<file path="src/rtl/ram_access_ctrl.sv">
// ram_access_ctrl
//    Sole master of a 256x32 single-port RAM. Accepts one read/write request
//    at a time over a valid/ready handshake. It returns exactly one response
//    per request. The RAM has no byte lanes, so a partial-word write (byte
//    enables not all set) is done as read-modify-write.
//
// Ports
//    CLK, RST                     clock (rising edge), synchronous active-high reset
//    req_valid/req_ready          request handshake
//    req_we, req_addr,
//    req_wdata, req_be            request payload (be[i] covers bits [8i+7:8i])
//    rsp_valid/rsp_ready          response handshake
//    rsp_rdata                    read word, or final word written
//    ram_addr, ram_din, ram_rw    RAM pins (ram_rw=1 commits ram_din at the edge)
//    ram_dout                     RAM read data, valid the cycle after the address
//    busy                         controller not idle

module ram_access_ctrl #(
   parameter int ADDR_W = 8,
   parameter int DATA_W = 32
) (
   input  logic              CLK,
   input  logic              RST,
   input  logic              req_valid,
   output logic              req_ready,
   input  logic              req_we,
   input  logic [ADDR_W-1:0] req_addr,
   input  logic [DATA_W-1:0] req_wdata,
   input  logic [3:0]        req_be,
   output logic              rsp_valid,
   input  logic              rsp_ready,
   output logic [DATA_W-1:0] rsp_rdata,
   output logic [ADDR_W-1:0] ram_addr,
   output logic [DATA_W-1:0] ram_din,
   output logic              ram_rw,
   input  logic [DATA_W-1:0] ram_dout,
   output logic              busy
);

   localparam int NBYTES = DATA_W / 8;

   typedef enum logic [2:0] {
      S_IDLE   = 3'd0,
      S_RD     = 3'd1,
      S_RD_CAP = 3'd2,
      S_WR     = 3'd3,
      S_RSP    = 3'd4
   } state_t;

   state_t              r_state;
   logic [ADDR_W-1:0]   r_addr_q;
   logic [DATA_W-1:0]   r_wdata_q;
   logic [NBYTES-1:0]   r_be_q;
   logic                r_we_q;
   logic [DATA_W-1:0]   r_rdata_q;
   logic                r_rsp_valid;
   logic                r_busy;

   logic [DATA_W-1:0]   w_merge;
   logic                w_accept;

   // Byte merge for read-modify-write: enabled bytes come from the request,
   // the rest from the word just read.
   always_comb begin
      w_merge = ram_dout;
      for (int i = 0; i < NBYTES; i++) begin
         if (r_be_q[i]) w_merge[8*i +: 8] = r_wdata_q[8*i +: 8];
      end
   end

   assign req_ready = (r_state == S_IDLE) & ~RST;
   assign w_accept  = req_valid & req_ready;

   // The address is always driven from addr_q. Outside WR it is only a
   // harmless read. The write strobe is gated by RST so that an abort never
   // commits a word.
   assign ram_addr  = r_addr_q;
   assign ram_din   = r_wdata_q;
   assign ram_rw    = (r_state == S_WR) & ~RST;

   assign rsp_valid = r_rsp_valid;
   assign rsp_rdata = r_rdata_q;
   assign busy      = r_busy;

   always_ff @(posedge CLK) begin
      if (RST) begin
         r_state     <= S_IDLE;
         r_addr_q    <= '0;
         r_wdata_q   <= '0;
         r_be_q      <= '0;
         r_we_q      <= 1'b0;
         r_rdata_q   <= '0;
         r_rsp_valid <= 1'b0;
         r_busy      <= 1'b0;
      end else begin
         case (r_state)
            S_IDLE: begin
               if (w_accept) begin
                  r_addr_q  <= req_addr;
                  r_we_q    <= req_we;
                  r_wdata_q <= req_wdata;
                  r_be_q    <= req_be;
                  r_busy    <= 1'b1;
                  // Only a full-word write can skip the read.
                  if (req_we && (req_be == 4'hF)) r_state <= S_WR;
                  else                            r_state <= S_RD;
               end
            end
            S_RD: begin
               r_state <= S_RD_CAP;
            end
            S_RD_CAP: begin
               r_rdata_q <= ram_dout;
               if (r_we_q && (r_be_q != '0)) begin
                  r_wdata_q <= w_merge;
                  r_state   <= S_WR;
               end else begin
                  // Read, or a be=0 write that leaves the RAM untouched.
                  r_rsp_valid <= 1'b1;
                  r_state     <= S_RSP;
               end
            end
            S_WR: begin
               r_rdata_q   <= r_wdata_q;
               r_rsp_valid <= 1'b1;
               r_state     <= S_RSP;
            end
            S_RSP: begin
               if (rsp_ready) begin
                  r_rsp_valid <= 1'b0;
                  r_busy      <= 1'b0;
                  r_state     <= S_IDLE;
               end
            end
            default: begin
               r_rsp_valid <= 1'b0;
               r_busy      <= 1'b0;
               r_state     <= S_IDLE;
            end
         endcase
      end
   end

endmodule

</file>
<file path="config.mk">
export PLATFORM = sky130hd
export DESIGN_NAME = ram_access_ctrl
export DESIGN_NICKNAME = d
export VERILOG_FILES = /design/src/rtl/ram_access_ctrl.sv
export SDC_FILE = /design/constraint.sdc
export NUM_CORES = 1
export LEC_CHECK = 0
export ABC_CLOCK_PERIOD_IN_PS = 2600
export CORE_ASPECT_RATIO = 1.1
export CORE_UTILIZATION = 43
export DETAILED_ROUTE_END_ITERATION = 12
export PLACE_DENSITY_LB_ADDON = 0.1
export SKIP_CTS_REPAIR_TIMING = 1
export SYNTH_ARGS = -nofsm -noshare
export SYNTH_HDL_FRONTEND = slang
export SYNTH_SLANG_ARGS = --single-unit
</file>
<file path="constraint.sdc">
create_clock -name CLK -period 2.6 [get_ports CLK]
set_input_delay 0.78 -clock CLK [delete_from_list [all_inputs] [get_ports CLK]]
set_output_delay 0.78 -clock CLK [all_outputs]
set_load 0.01 [all_outputs]
</file>
# Word-level counts from Yosys, hierarchy flattened
# Index checks and enable logic that the tools add are counted.
# Widths: inputs -> output; s select.
# totals
regBits	82
latch_bits	0
ram_bits	0
mem_bits_ro	0
inputBits	81
output_inout_bits	76
word_cells	64
n_memories	0
# classes
add_sub_neg	0
multipliers	0
div	0
magnitude_cmp	0
n_eq_ne	13
n_shift	0
mux	18
n_bitwise	6
reduce_logical	16
# op_table
op	n
$pmux 32 s2	2
$mux 32	2
$mux 8	4
$ne 2x2->1 const B	8
$reduce_and 4->1	4
$pmux 3 s5	1
$mux 3	3
$eq 3x2->1 const B	2
$reduce_and 3->1	2
$eq 4x4->1 const B	1
$pmux 1 s4	1
$reduce_and 2->1	2
$reduce_bool 2->1	2
$reduce_bool 4->1	1
$and 1x1->1	3
$eq 3x1->1 const B	1
$eq 3x3->1 const B	1
$logic_not 3->1	1
$mux 1	3
$not 1->1	3
$pmux 1 s3	1
$reduce_or 3->1	1
$logic_and 1x1->1	2
$mux 2	1
$reduce_or 2->1	1

# Logic depth before layout (Yosys ltp)
# logic_depth
depth_word	5
depth_mapped	7
mapped_depth_nobuf	4

# Worst setup path after synthesis
# No wires, ideal clock.
# synth_path
path_type	input -> output
startpoint	input RST
endpoint	output ram_rw
arrival_ns	1.513
t_required_ns	1.820
path_slack_ns	0.307
stages	3
path_buffers	2
path_cell_list	clkbuf_1 > clkbuf_1 > and3b_1
# synth_between
elab_chain_len	2
# synth_rtl
element	line_no	rtl
start, declared	23	input logic RST,
$not 1->1	79	assign ram_rw = (r_state == S_WR) & ~RST;
$and 1x1->1	79	
end, declared	35	output logic ram_rw,
# Every way passes these cells.

# Final worst setup path
# layout_path
startpoint	register r_state[2]
endpoint	output ram_rw
# layout_between
elab_chain_len	2
# layout_rtl
element	line_no	rtl
start, declared	50	state_t r_state;
start signal, assigned	87	r_state <= S_IDLE;
start signal, assigned	105	if (req_we && (req_be == 4'hF)) r_state <= S_WR;
start signal, assigned	106	else r_state <= S_RD;
$eq 3x2->1	79	
$and 1x1->1	79	
# Every way passes these cells.

==> impl_metrics.env <==
export IMPL_nFillCells=716
export IMPL_period_minus_slack_ns=2.48
export IMPL_die_y_um=99.5
export IMPL_max_freq_mhz=403
export IMPL_leakage_nw=1.83
export IMPL_syn_nets=466
export IMPL_power_density_nw_per_um2=583
export IMPL_cts_tree="yes"
export IMPL_grt_max_degree=82
export IMPL_syn_area_um2=3710
export IMPL_cp_max_fo=10
export IMPL_wire_per_inst_um=14.9
export IMPL_syn_inst=385
export IMPL_gp_congestion=0.790
export IMPL_vdd_drop_max_mv=0.422
export IMPL_yosysSeqAreaShare=0.442
export IMPL_final_max_slew_violation_count=0
export IMPL_path_clk_slew_ns=0.09
export IMPL_cts_num_sinks=82
export IMPL_final_seq_area_um2=1640
export IMPL_critPathLaunchType="register"
export IMPL_portBuffers=156
export IMPL_multiInputGateArea_um2=1910
export IMPL_ys_warn_count=0
export IMPL_utilization=0.662
export IMPL_first_global_vias=3095
export IMPL_dp_hpwl_um=6470
export IMPL_drv_cap=0
export IMPL_n_antenna_cell=0
export IMPL_crit_path_end_kind="output pin"
export IMPL_routed_via_density=5.31
export IMPL_overflow=0
export IMPL_arrival_ns=1.70
export IMPL_dr_pass1_iters=4
export IMPL_cts_buffers=9
export IMPL_num_io_pins=157
export IMPL_crit_required_ns=1.82
export IMPL_rsz0062_at_grt="no"
export IMPL_drt_iter0_drc=125
export IMPL_power_total_w=0.00323
export IMPL_drive_above_1_share=0.0714
export IMPL_fin_setup_tns_ns=0
export IMPL_hold_ws_ns=0.458
export IMPL_skew_ns=0.0132
export IMPL_crit_type="register to output pin"
export IMPL_synth_area_per_cell_um2=9.65
export IMPL_core_area_um2=8360
export IMPL_die_area_um2=9010
export IMPL_hold_viol_final=0
export IMPL_worst_pin_slew_ns=0.928
export IMPL_grt_pass1_wl_um=15300
export IMPL_wl_um=9570
export IMPL_clock_latency_ns=0.35
export IMPL_ant_nets=0
export IMPL_drc=0
export IMPL_start_util=0.444
export IMPL_nets=608
export IMPL_grt_util_all_layers=0.210
export IMPL_min_path_type="register to register"
export IMPL_status="finished, final reports clean"
export IMPL_cts_buffer_depth=2
export IMPL_setup_violations_final=0
export IMPL_fp_row_count=35
export IMPL_relSlewSlack=0.379
export IMPL_via_count=3412
export IMPL_cts_root_buf="clkbuf_8"
export IMPL_synth_seq_cells=82
export IMPL_synth_distinct_cells=31
export IMPL_antenna_found_initial=0
export IMPL_finalCritPeriodShare=0.955
export IMPL_htreeDepth=3
export IMPL_area_delta_synth_final_pct=49.2
export IMPL_die_width_um=90.6
==> worst max-delay path, cell delays in order (launching register included) <==
cell             delay [ns]
dfxtp_1                0.65
nor2_4                 0.04
and3b_1                0.17
clkdlybuf4s50_1        0.50
==> where the power goes <==
group | switching [W] | internal, W | total (W)
clock network | 0.000497 | 0.000453 | 0.000949
registers | 0.0000751 | 0.00137 | 0.00144
logic | 0.000379 | 0.000460 | 0.000839
==> routing by layer <==
metal,track usage,vias up,share of wire
li1,-,1708,-
met1,0.276,1588,0.46
met2,0.344,106,0.48
met3,0.0382,10,0.056
met4,0.0769,0,0.011
met5,0,-,0
==> registers in the layout, summed over array words and instances, names as in the netlist <==
signal,flops
r_we_q,1
r_state,3
busy,1
ram_addr,8
rsp_rdata,32
r_be_q,4
ram_din,32
rsp_valid,1
==> cells in the mapped netlist <==
| library cell | count | area, um^2 |
|---|---|---|
| or4_4 | 1 | 11.3 |
| buf_6 | 1 | 11.3 |
| a22oi_1 | 1 | 7.51 |
| buf_2 | 13 | 65.1 |
| o31ai_1 | 24 | 180 |
| nand4_1 | 1 | 6.26 |
| nand2_1 | 30 | 113 |
| and4bb_2 | 1 | 12.5 |
| a21oi_1 | 22 | 110 |
| a311oi_1 | 8 | 70.1 |
| inv_1 | 4 | 15.0 |
| inv_2 | 1 | 3.75 |
| o21a_1 | 1 | 7.51 |
| a21boi_1 | 1 | 7.51 |
| nor2_1 | 36 | 135 |
| o2bb2ai_2 | 1 | 15.0 |
| mux2i_1 | 64 | 641 |
| and3b_1 | 1 | 8.76 |
| and2_1 | 1 | 6.26 |
| a211oi_1 | 32 | 240 |
| nor3_1 | 3 | 15.0 |
| clkbuf_1 | 21 | 78.8 |
| o2bb2a_1 | 1 | 10.0 |
| or3_1 | 1 | 6.26 |
| nor3_4 | 1 | 16.3 |
| a2111oi_0 | 1 | 8.76 |
| o21ai_0 | 1 | 5.00 |
| dfxtp_1 | 82 | 1640 |
| nor4_4 | 1 | 21.3 |
| a32oi_2 | 3 | 48.8 |
| nand3b_1 | 26 | 195 |
==> layout make-up <==
class / count / share of cell area
multi-input cells: 263 / 0.344
flip-flops and latches: 82 / 0.297
repair buffers: 166 / 0.295
well taps: 111 / 0.0251
clock buffers: 9 / 0.0224
clock inverters: 7 / 0.0138
inverters: 5 / 0.00339
==> path summary, 6_finish.rpt <==
check | depth (start not counted) | slack [ns] | to | start
max | 3 | 0.12 | ram_rw | r_state[2]
min | 2 | 0.46 | ram_addr[0] | ram_addr[0]
max reg2reg | 4 | 0.53 | ram_din[3] | r_state[0]
min reg2reg | 2 | 0.46 | ram_addr[0] | ram_addr[0]
==> stage by stage <==
stage               area [um^2]  setup WS (ns)  instances
floorplan                  3710          0.307        385
global placement           5340          0.131        627
detailed placement         5340          0.128        627
CTS                        5540         0.0769        643
global route               5540         0.0381        643
finish                     5540          0.116        643
==> cells in the final DEF (no fill, tap or decap), types with 2 or more instances in the layout <==
master | netlist | routed
a211oi_1 | 32 | 32
a21oi_1 | 22 | 22
a311oi_1 | 8 | 8
a32oi_2 | 3 | 3
buf_4 | 0 | 11
clkbuf_8 | 0 | 9
clkdlybuf4s50_1 | 0 | 155
clkinvlp_4 | 0 | 2
dfxtp_1 | 82 | 81
inv_1 | 4 | 4
inv_6 | 0 | 3
mux2i_1 | 64 | 64
nand2_1 | 30 | 30
nand3b_1 | 26 | 26
nor2_1 | 36 | 35
nor3_1 | 3 | 3
o31ai_1 | 24 | 24
==> cell families after synthesis <==
logic type / after synthesis / share of synthesized area
buf+inv: 40 / 0.0468
compound gates: 96 / 0.191
flops: 82 / 0.442
mux: 64 / 0.173
simple gates: 103 / 0.147
No activity file was read; power rests on OpenSTA's default activity.
